===== src/rtl/trap_ctrl_pkg.sv =====
// trap_ctrl_pkg: CSR addresses, mstatus bit positions, cause codes, FSM states
// and mstatus update helpers shared by the machine-mode trap sequencer.
`default_nettype none

package trap_ctrl_pkg;

  localparam logic [31:0] CSR_MSTATUS = 32'h0000_0300;
  localparam logic [31:0] CSR_MTVEC   = 32'h0000_0305;
  localparam logic [31:0] CSR_MEPC    = 32'h0000_0341;
  localparam logic [31:0] CSR_MCAUSE  = 32'h0000_0342;

  localparam int MIE_BIT  = 3;
  localparam int MPIE_BIT = 7;

  localparam logic [31:0] CAUSE_INT    = 32'h8000_000B;
  localparam logic [31:0] CAUSE_ECALL  = 32'd11;
  localparam logic [31:0] CAUSE_EBREAK = 32'd3;

  typedef logic [2:0] state_t;

  localparam state_t ST_IDLE      = 3'd0;
  localparam state_t ST_W_MEPC    = 3'd1;
  localparam state_t ST_W_MCAUSE  = 3'd2;
  localparam state_t ST_W_MSTATUS = 3'd3;
  localparam state_t ST_W_MRET    = 3'd4;
  localparam state_t ST_JUMP      = 3'd5;

  // Trap entry: stash MIE into MPIE and disable interrupts.
  function automatic logic [31:0] mstatus_trap(input logic [31:0] m);
    logic [31:0] r;
    r           = m;
    r[MPIE_BIT] = m[MIE_BIT];
    r[MIE_BIT]  = 1'b0;
    return r;
  endfunction

  // Trap return: restore MIE from MPIE and set MPIE.
  function automatic logic [31:0] mstatus_mret(input logic [31:0] m);
    logic [31:0] r;
    r           = m;
    r[MIE_BIT]  = m[MPIE_BIT];
    r[MPIE_BIT] = 1'b1;
    return r;
  endfunction

endpackage

`default_nettype wire


===== src/rtl/trap_ctrl.sv =====
// trap_ctrl: machine-mode trap sequencer (ecall/ebreak/mret/external interrupt).
// Optional vectored interrupt dispatch when TRAP_CTRL_VECTORED_EN is defined.
`default_nettype none

module trap_ctrl
  import trap_ctrl_pkg::*;
#(
  parameter logic [31:0] INT_CAUSE    = CAUSE_INT,
  parameter logic [31:0] ECALL_CAUSE  = CAUSE_ECALL,
  parameter logic [31:0] EBREAK_CAUSE = CAUSE_EBREAK
) (
  input  logic        clk,
  input  logic        rst,
  input  logic        ecall_i,
  input  logic        ebreak_i,
  input  logic        mret_i,
  input  logic        int_req_i,
  input  logic [31:0] inst_addr_i,
  input  logic        jump_flag_i,
  input  logic [31:0] jump_addr_i,
  input  logic [31:0] csr_mtvec_i,
  input  logic [31:0] csr_mepc_i,
  input  logic [31:0] csr_mstatus_i,
  output logic        csr_we_o,
  output logic [31:0] csr_waddr_o,
  output logic [31:0] csr_wdata_o,
  output logic        hold_flag_o,
  output logic        jump_flag_o,
  output logic [31:0] jump_addr_o,
  output logic        busy_o
);

  state_t      r_state;
  logic [31:0] r_epc;
  logic [31:0] r_cause;
  logic        r_is_int;
  logic        r_is_mret;

  logic        w_idle;
  logic        w_int_ok;
  logic        w_accept;
  logic [31:0] w_trap_base;
  logic [31:0] w_trap_target;

  assign w_idle   = (r_state == ST_IDLE);
  assign w_int_ok = int_req_i & csr_mstatus_i[MIE_BIT];
  // Reset suppresses acceptance so nothing is stalled during reset.
  assign w_accept = ~rst & w_idle & (ecall_i | ebreak_i | mret_i | w_int_ok);

  assign w_trap_base = {csr_mtvec_i[31:2], 2'b00};

`ifdef TRAP_CTRL_VECTORED_EN
  assign w_trap_target = (r_is_int && (csr_mtvec_i[1:0] == 2'b01))
                         ? (w_trap_base + {r_cause[29:0], 2'b00})
                         : w_trap_base;
`else
  logic w_unused_direct;
  assign w_unused_direct = ^{csr_mtvec_i[1:0], r_is_int};
  assign w_trap_target   = w_trap_base;
`endif

  always_ff @(posedge clk) begin
    if (rst) begin
      r_state   <= ST_IDLE;
      r_epc     <= 32'd0;
      r_cause   <= 32'd0;
      r_is_int  <= 1'b0;
      r_is_mret <= 1'b0;
    end else begin
      case (r_state)
        ST_IDLE: begin
          if (ecall_i) begin
            r_state   <= ST_W_MEPC;
            r_epc     <= inst_addr_i;
            r_cause   <= ECALL_CAUSE;
            r_is_int  <= 1'b0;
            r_is_mret <= 1'b0;
          end else if (ebreak_i) begin
            r_state   <= ST_W_MEPC;
            r_epc     <= inst_addr_i;
            r_cause   <= EBREAK_CAUSE;
            r_is_int  <= 1'b0;
            r_is_mret <= 1'b0;
          end else if (mret_i) begin
            r_state   <= ST_W_MRET;
            r_is_int  <= 1'b0;
            r_is_mret <= 1'b1;
          end else if (w_int_ok) begin
            r_state   <= ST_W_MEPC;
            // A taken branch in EX means execution resumes at its target.
            r_epc     <= jump_flag_i ? jump_addr_i : (inst_addr_i + 32'd4);
            r_cause   <= INT_CAUSE;
            r_is_int  <= 1'b1;
            r_is_mret <= 1'b0;
          end
        end
        ST_W_MEPC:    r_state <= ST_W_MCAUSE;
        ST_W_MCAUSE:  r_state <= ST_W_MSTATUS;
        ST_W_MSTATUS: r_state <= ST_JUMP;
        ST_W_MRET:    r_state <= ST_JUMP;
        ST_JUMP:      r_state <= ST_IDLE;
        default:      r_state <= ST_IDLE;
      endcase
    end
  end

  always_comb begin
    csr_we_o    = 1'b0;
    csr_waddr_o = 32'd0;
    csr_wdata_o = 32'd0;
    jump_flag_o = 1'b0;
    jump_addr_o = 32'd0;
    case (r_state)
      ST_W_MEPC: begin
        csr_we_o    = 1'b1;
        csr_waddr_o = CSR_MEPC;
        csr_wdata_o = r_epc;
      end
      ST_W_MCAUSE: begin
        csr_we_o    = 1'b1;
        csr_waddr_o = CSR_MCAUSE;
        csr_wdata_o = r_cause;
      end
      ST_W_MSTATUS: begin
        csr_we_o    = 1'b1;
        csr_waddr_o = CSR_MSTATUS;
        csr_wdata_o = mstatus_trap(csr_mstatus_i);
      end
      ST_W_MRET: begin
        csr_we_o    = 1'b1;
        csr_waddr_o = CSR_MSTATUS;
        csr_wdata_o = mstatus_mret(csr_mstatus_i);
      end
      ST_JUMP: begin
        jump_flag_o = 1'b1;
        jump_addr_o = r_is_mret ? csr_mepc_i : w_trap_target;
      end
      default: ;
    endcase
  end

  assign hold_flag_o = ~w_idle | w_accept;
  assign busy_o      = ~w_idle;

endmodule

`default_nettype wire

===== config.mk =====
export PLATFORM = sky130hd
export DESIGN_NAME = trap_ctrl
export DESIGN_NICKNAME = d
export VERILOG_FILES = /design/src/rtl/trap_ctrl_pkg.sv /design/src/rtl/trap_ctrl.sv
export SDC_FILE = /design/constraint.sdc
export NUM_CORES = 1
export LEC_CHECK = 0
export BUFFER_PORTS_ARGS = -buffer_cell sky130_fd_sc_hd__buf_2
export CAP_MARGIN = 20
export CELL_PAD_IN_SITES_DETAIL_PLACEMENT = 1
export CELL_PAD_IN_SITES_GLOBAL_PLACEMENT = 2
export CORE_MARGIN = 5
export CORE_UTILIZATION = 20
export DETAILED_ROUTE_END_ITERATION = 6
export PLACE_DENSITY = 0.82
export SYNTH_ARGS = -nofsm -noshare
export SYNTH_HDL_FRONTEND = slang
export SYNTH_SLANG_ARGS = --single-unit

===== constraint.sdc =====
create_clock -name clk -period 2.1 [get_ports clk]
set_input_delay 0.315 -clock clk [delete_from_list [all_inputs] [get_ports clk]]
set_output_delay 0.315 -clock clk [all_outputs]
set_load 0.1 [all_outputs]

==> results of run 1 <==
==> metrics by stage <==
stage	power [mW]	setup TNS, ns	area (um^2)	cells	setup WS, ns
after floorplan	3.17	-9.73	4160	547	-0.242
after global placement	4.26	0	6610	995	0.122
after detailed placement	4.30	0	6610	995	0.00451
after CTS	5.18	-0.145	6790	1003	-0.0173
after global routing	5.37	0	6820	1004	0.0105
final	5.16	0	6820	1004	0.0755
==> layer usage <==
metal  up-vias  track usage [%]  part of all wire (%)
met4         0             3.87                   1.3
li1       2395                -                     -
met3        19             2.88                   4.9
met1      2410             23.2                    44
met5         -                0                     0
met2       143             30.3                    50
==> state kept, by name (all words and copies together) (netlist names) <==
signal	flops
r_state	3
r_epc	32
r_is_mret	1
r_cause	3
==> worst min-delay path: stages <==
cell	delay, ns
buf_2	0.10
nand2_1	0.05
a311oi_1	0.08
==> cells in the mapped netlist (13+ instances only) <==
library cell | n | area share [%]
mux2i_1 | 36 | 9.5
nand3_1 | 17 | 2.3
nor2_1 | 68 | 6.8
a21oi_1 | 31 | 4.1
buf_4 | 29 | 5.8
o21ai_0 | 24 | 3.2
nand4_1 | 13 | 2.2
nand2_1 | 53 | 5.3
clkbuf_1 | 31 | 3.1
nor3_1 | 15 | 2.0
dfxtp_1 | 39 | 21
a22o_1 | 28 | 6.5
==> worst min-delay path by stage <==
stage	start	endpoint	slack (ns)	cells after the start
final	inst_addr_i[0]	r_epc[0]$_SDFFE_PP0P_	0.29	3
after global routing	inst_addr_i[0]	r_epc[0]$_SDFFE_PP0P_	0.32	3
after detailed placement	r_epc[19]$_SDFFE_PP0P_	r_epc[19]$_SDFFE_PP0P_	0.46	1
after global placement	r_epc[6]$_SDFFE_PP0P_	r_epc[6]$_SDFFE_PP0P_	0.46	2
after CTS	inst_addr_i[0]	r_epc[0]$_SDFFE_PP0P_	0.28	3
after floorplan	r_epc[2]$_SDFFE_PP0P_	r_epc[2]$_SDFFE_PP0P_	0.43	2
==> power by group through the flow <==
stage,Combinational (mW),Sequential [mW],Clock (mW)
2_1_floorplan,2.22,0.941,0
3_3_place_gp,3.26,1.01,0
3_5_place_dp,3.30,1.01,0
4_1_cts,3.32,0.994,0.872
5_1_grt,3.46,1.01,0.899
6_report,3.31,0.995,0.850
==> cell type report <==
| class | instances | share of cell area [%] |
|---|---|---|
| Sequential cell | 39 | 11.6 |
| Multi-Input combinational cell | 432 | 43.6 |
| Timing Repair Buffer | 284 | 37.8 |
| Inverter | 6 | 0.385 |
| Antenna cell | 1 | 0.0367 |
| Clock buffer | 8 | 2.29 |
| Tap cell | 234 | 4.29 |
==> cell families (layout without fill, tap and decap cells) <==
kind of cell / after synthesis / in the layout
xor+xnor: 2 / 2
mux: 42 / 42
other cells: 1 / 28
compound gates: 151 / 151
fa+ha+maj: 1 / 1
flops: 39 / 39
simple gates: 209 / 209
buf+inv: 76 / 298
==> metrics.csv, run 1 <==
stage,metric,value,unit
timing,Worst Skew,0.00603,ns
setup_path,Critical Path Start,r_state[1]$_SDFFE_PP0P_,
pwr,Lkg Pwr,2.81,nW
drt,# DRC,0,
synthesis,multiplexer area fraction after synthesis,11.3,%
synthesis,XOR/XNOR share of the synthesized area,0.464,%
drt,initial DRC count,221,
floorplanning,die height,147,um
synthesis,synthesis-stage register bit count,39,
setup_path,Setup crit end,csr_wdata_o[1],
global_routing,first-pass GRT wire length,30000,um
synthesis,async set or reset register ratio after synthesis,0,%
floorplanning,core area,18600,um^2
timing,Final Hold Viols,0,
synthesis,post-synthesis simple-gate area fraction,27.8,%
layout,"most common cell after layout, fill and taps aside",buf_2,
floorplanning,Initial Utilization,20.3,%
clock_network,"CTS clk-pin slew, worst paths",0.06,ns
drt,routed wire length,19900,um
synthesis,Compound-Gate Fraction of Synth Area,28.5,%
clock_network,Hold Buf Count CTS,0,
clock_network,H-tree levels,2,
layout,Multi-input gate area,2970,um^2
layout,Fill cells,2183,
timing,Fmax,494,MHz
global_routing,number of global-route vias before repair,5217,
synthesis,cell area after synthesis,3780,um^2
clock_network,CTS resizes,9,
drt,via count,4967,
pwr,Logic pwr share,64.2,%
placed_design,GPL Wtd Cong,0.929,
timing,Final Slew Violations,0,
global_routing,Total GRT Usage,17.6,%
synthesis,sequential cell area fraction in the yosys report,20.7,%
clock_network,TritonCTS buffer count,5,
synthesis,top_reg_cell synth,dfxtp_1,
layout,ratio of cells with drive above 1 in the final layout,51.5,%
placed_design,input/output buffers,237,
timing,Tmin final,2.02,ns
global_routing,largest net degree at the start of global routing,38,
setup_path,Crit. End Element,output pin,
drt,drt pass-1 iters,4,
pwr,Sw Share,51.3,%
pwr,VDD IR max,313,uV
layout,Area Overhead vs Synth,80.6,%
layout,Reg area,791,um^2
pwr,Pint,2.51,mW
floorplanning,Cell Rows,50,
hold_path,Hold WC Path Type,input pin to flip-flop,
clock_network,CTS tree,done,
clock_network,Root Driver,clkbuf_16,
run,Max-Cap Viols,0,
placed_design,DP HPWL,16500,um
floorplanning,die area,21700,um^2
clock_network,Max clock buf depth,2,
drt,drt wl/cell,19.8,um
setup_path,reg2reg path depth,6,
clock_network,clock sinks,39,
global_routing,initial antenna violation count,1,
setup_path,Worst path top cell family by delay,flip-flops,
layout,Final nets,936,
timing,# setup viols final,0,
synthesis,Ys Warns,0,
drt,DR vias/cell,4.95,
floorplanning,die span in x,147,um
synthesis,largest family of logic cells by synthesized area,compound AO/OA/AOI/OAI gates,
setup_path,R2R Path End,r_epc[12]$_SDFFE_PP0P_,
floorplanning,io pins,267,
synthesis,Synth Area in Adders,0.331,%
setup_path,CP Class,flip-flop to output pin,
layout,final core utilization,36.6,%
outcome,status,finished clean,
clock_network,Clock Latency Late Sink,0.29,ns
setup_path,Reg2Reg Setup Slack,0.26,ns
setup_path,CP arrival,1.71,ns
global_routing,grt total ovfl,0,
setup_path,WP data required,1.78,ns
synthesis,number of library cell types mapped by synthesis,66,
synthesis,"EDFF count, synth",0,
pwr,clock share of power,16.5,%
timing,final worst-path cycle share,96.4,%
setup_path,critical path buffer and inverter count,2,
drt,post-route ant nets,0,
setup_path,Worst path depth,5,
synthesis,Cells after Synth,521,
clock_network,post-CTS setup buffers,0,
setup_path,crit path cell chain,buf_4 -> mux2_2 -> a22oi_1 -> o21ai_4 -> buf_12,
pwr,Flop pwr share,19.3,%
pwr,Switch Pwr,2.65,mW
timing,WHS,0.293,ns
setup_path,worst r2r src,r_state[2]$_SDFFE_PP0P_,
synthesis,syn avg cell area,7.25,um^2
timing,RSZ-0062 raised after global routing,no,
layout,"commonest non-fill, non-tap cells in the layout","169 x buf_2, 68 x buf_12, 50 x nand2_1, 44 x buf_4, 36 x mux2i_1",
setup_path,CP max stage cell,dfxtp_4,
pwr,Power Dens Cells,756,nW/um^2
setup_path,critical path's largest stage delay,0.43,ns
setup_path,critical path startpoint category,flip-flop,
setup_path,crit-path max FO,10,
(Power assumes the default switching activity.)
==> inputs of run 2 (changes only) <==
CORE_ASPECT_RATIO = 0.7   (was not set)
CTS_CLUSTER_DIAMETER = 100   (was not set)
==> metrics.csv, run 2 (synthesis results as in run 1) <==
stage,metric,value,unit
pwr,VDD IR max,386,uV
floorplanning,die area,21800,um^2
setup_path,Crit. End Element,output pin,
outcome,status,finished clean,
layout,Final nets,935,
clock_network,TritonCTS buffer count,5,
global_routing,GRT busiest layer,met2,
timing,Worst Skew,0.0118,ns
global_routing,Total GRT Usage,17.5,%
global_routing,initial antenna violation count,3,
global_routing,largest net degree at the start of global routing,33,
setup_path,crit-path max FO,11,
clock_network,Max clock buf depth,2,
drt,initial DRC count,257,
hold_path,Hold WC Path Type,input pin to flip-flop,
drt,DR vias/cell,4.99,
setup_path,CP Class,flip-flop to output pin,
layout,"commonest non-fill, non-tap cells in the layout","166 x buf_2, 79 x buf_12, 49 x nand2_1, 36 x mux2i_1",
setup_path,critical path startpoint category,flip-flop,
global_routing,met2 Resource Use GR,27.9,%
setup_path,CP arrival,1.75,ns
clock_network,"CTS clk-pin slew, worst paths",0.06,ns
global_routing,number of global-route vias before repair,5171,
run,Max-Cap Viols,0,
drt,drt pass-1 iters,5,
timing,# setup viols final,0,
drt,routed wire length,20300,um
setup_path,reg2reg path depth,8,
placed_design,DP HPWL,16300,um
global_routing,first-pass GRT wire length,30200,um
setup_path,critical path's largest stage delay,0.36,ns
clock_network,Hold Buf Count CTS,0,
placed_design,input/output buffers,237,
setup_path,crit path cell chain,nor2b_2 -> nand2_1 -> nand2_4 -> clkbuf_16 -> a22o_2 -> buf_12,
pwr,Lkg Pwr,2.88,nW
drt,drt wl/cell,20.1,um
global_routing,met3 usage,4.44,%
layout,Regs by FF count,"r_epc: 32 flops, r_cause: 3 flops, r_state: 3 flops",
clock_network,Root Driver,clkbuf_16,
clock_network,Clock Latency Late Sink,0.30,ns
timing,Fmax,483,MHz
hold_path,hold depth,3,
layout,non-filler instance count after layout,1010,
timing,final worst-path cycle share,98.5,%
layout,ratio of cells with drive above 1 in the final layout,51.3,%
timing,Final Hold Viols,0,
layout,"most common cell after layout, fill and taps aside",buf_2,
floorplanning,core area,18700,um^2
floorplanning,Initial Utilization,20.2,%
layout,Area Overhead vs Synth,86.3,%
global_routing,grt total ovfl,0,
setup_path,WP data required,1.78,ns
placed_design,placed cells,997,
floorplanning,die span in x,174,um
layout,Top reg by flops,r_epc,
pwr,total power,5.50,mW
clock_network,H-tree levels,2,
drt,via count,5039,
floorplanning,Cell Rows,42,
global_routing,grt met1 use,24.4,%
timing,Final Slew Violations,0,
setup_path,CP max stage cell,dfxtp_4,
timing,Tmin final,2.07,ns
layout,Largest register FFs,32,
floorplanning,io pins,267,
placed_design,GPL Wtd Cong,0.897,
clock_network,clock sinks,39,
layout,antenna fix cells,0,
floorplanning,die height,125,um
pwr,Power Dens Cells,782,nW/um^2
drt,# DRC,0,
clock_network,CTS tree,done,
drt,post-route ant nets,0,
==> run 2: cell type report <==
class                           instances  area, um^2
Clock buffer                            6         129
Clock inverter                          2        60.1
Fill cell                            2208       11700
Inverter                                6        26.3
Multi-Input combinational cell        432        2970
Sequential cell                        39         791
Tap cell                              242         303
Timing Repair Buffer                  283        2760
==> run 2: where the power goes <==
part	internal [mW]	total (mW)	switching (mW)
Clock	0.683	1.03	0.350
Sequential	0.872	0.983	0.111
Combinational	1.23	3.49	2.25
Total	2.79	5.50	2.71
==> run 2: metal layers <==
layer,wire [um],up-vias
met5,34,-
met4,206,6
met3,1400,23
met2,9170,190
met1,9460,2425
li1,-,2395
==> run 2: path summary, 6_finish.rpt <==
path                           start                endpoint  slack, ns
min reg2reg    r_epc[2]$_SDFFE_PP0P_   r_epc[2]$_SDFFE_PP0P_       0.46
max          r_state[0]$_SDFFE_PP0P_         csr_wdata_o[11]       0.03
max reg2reg  r_state[1]$_SDFFE_PP0P_  r_epc[25]$_SDFFE_PP0P_       0.13
min                   jump_addr_i[0]   r_epc[0]$_SDFFE_PP0P_       0.30
==> run 2: stage by stage <==
| step | setup slack (ns) | TNS, ns | util (%) | area (um^2) | hold slack (ns) |
|---|---|---|---|---|---|
| 3_3_place_gp | 0.138 | 0 | 35.8 | 6710 | 0.450 |
| 4_1_cts | -0.0594 | -0.628 | 37.2 | 6950 | 0.296 |
| 5_1_grt | -0.0106 | -0.0285 | 37.6 | 7040 | 0.314 |
| 6_report | 0.0306 | 0 | 37.6 | 7040 | 0.302 |
| 2_1_floorplan | -0.242 | -9.73 | - | 4160 | 0.432 |
| 3_5_place_dp | 0.120 | 0 | 35.8 | 6710 | 0.456 |
==> run 2: critical path, delay by kind of cell (launching register included) <==
kind                   cells  cell delay, ns
flip-flops                 1            0.36
AO/OA/AOI/OAI              1            0.29
buffers and inverters      2            0.38
AND/OR/NAND/NOR            3            0.44
==> run 2: repair_timing <==
item,4_1_cts,5_1_grt
pin swaps,1,1
resized for setup,11,5
setup buffers,1,1
setup endpoints to repair,33,30
cloned,1,2
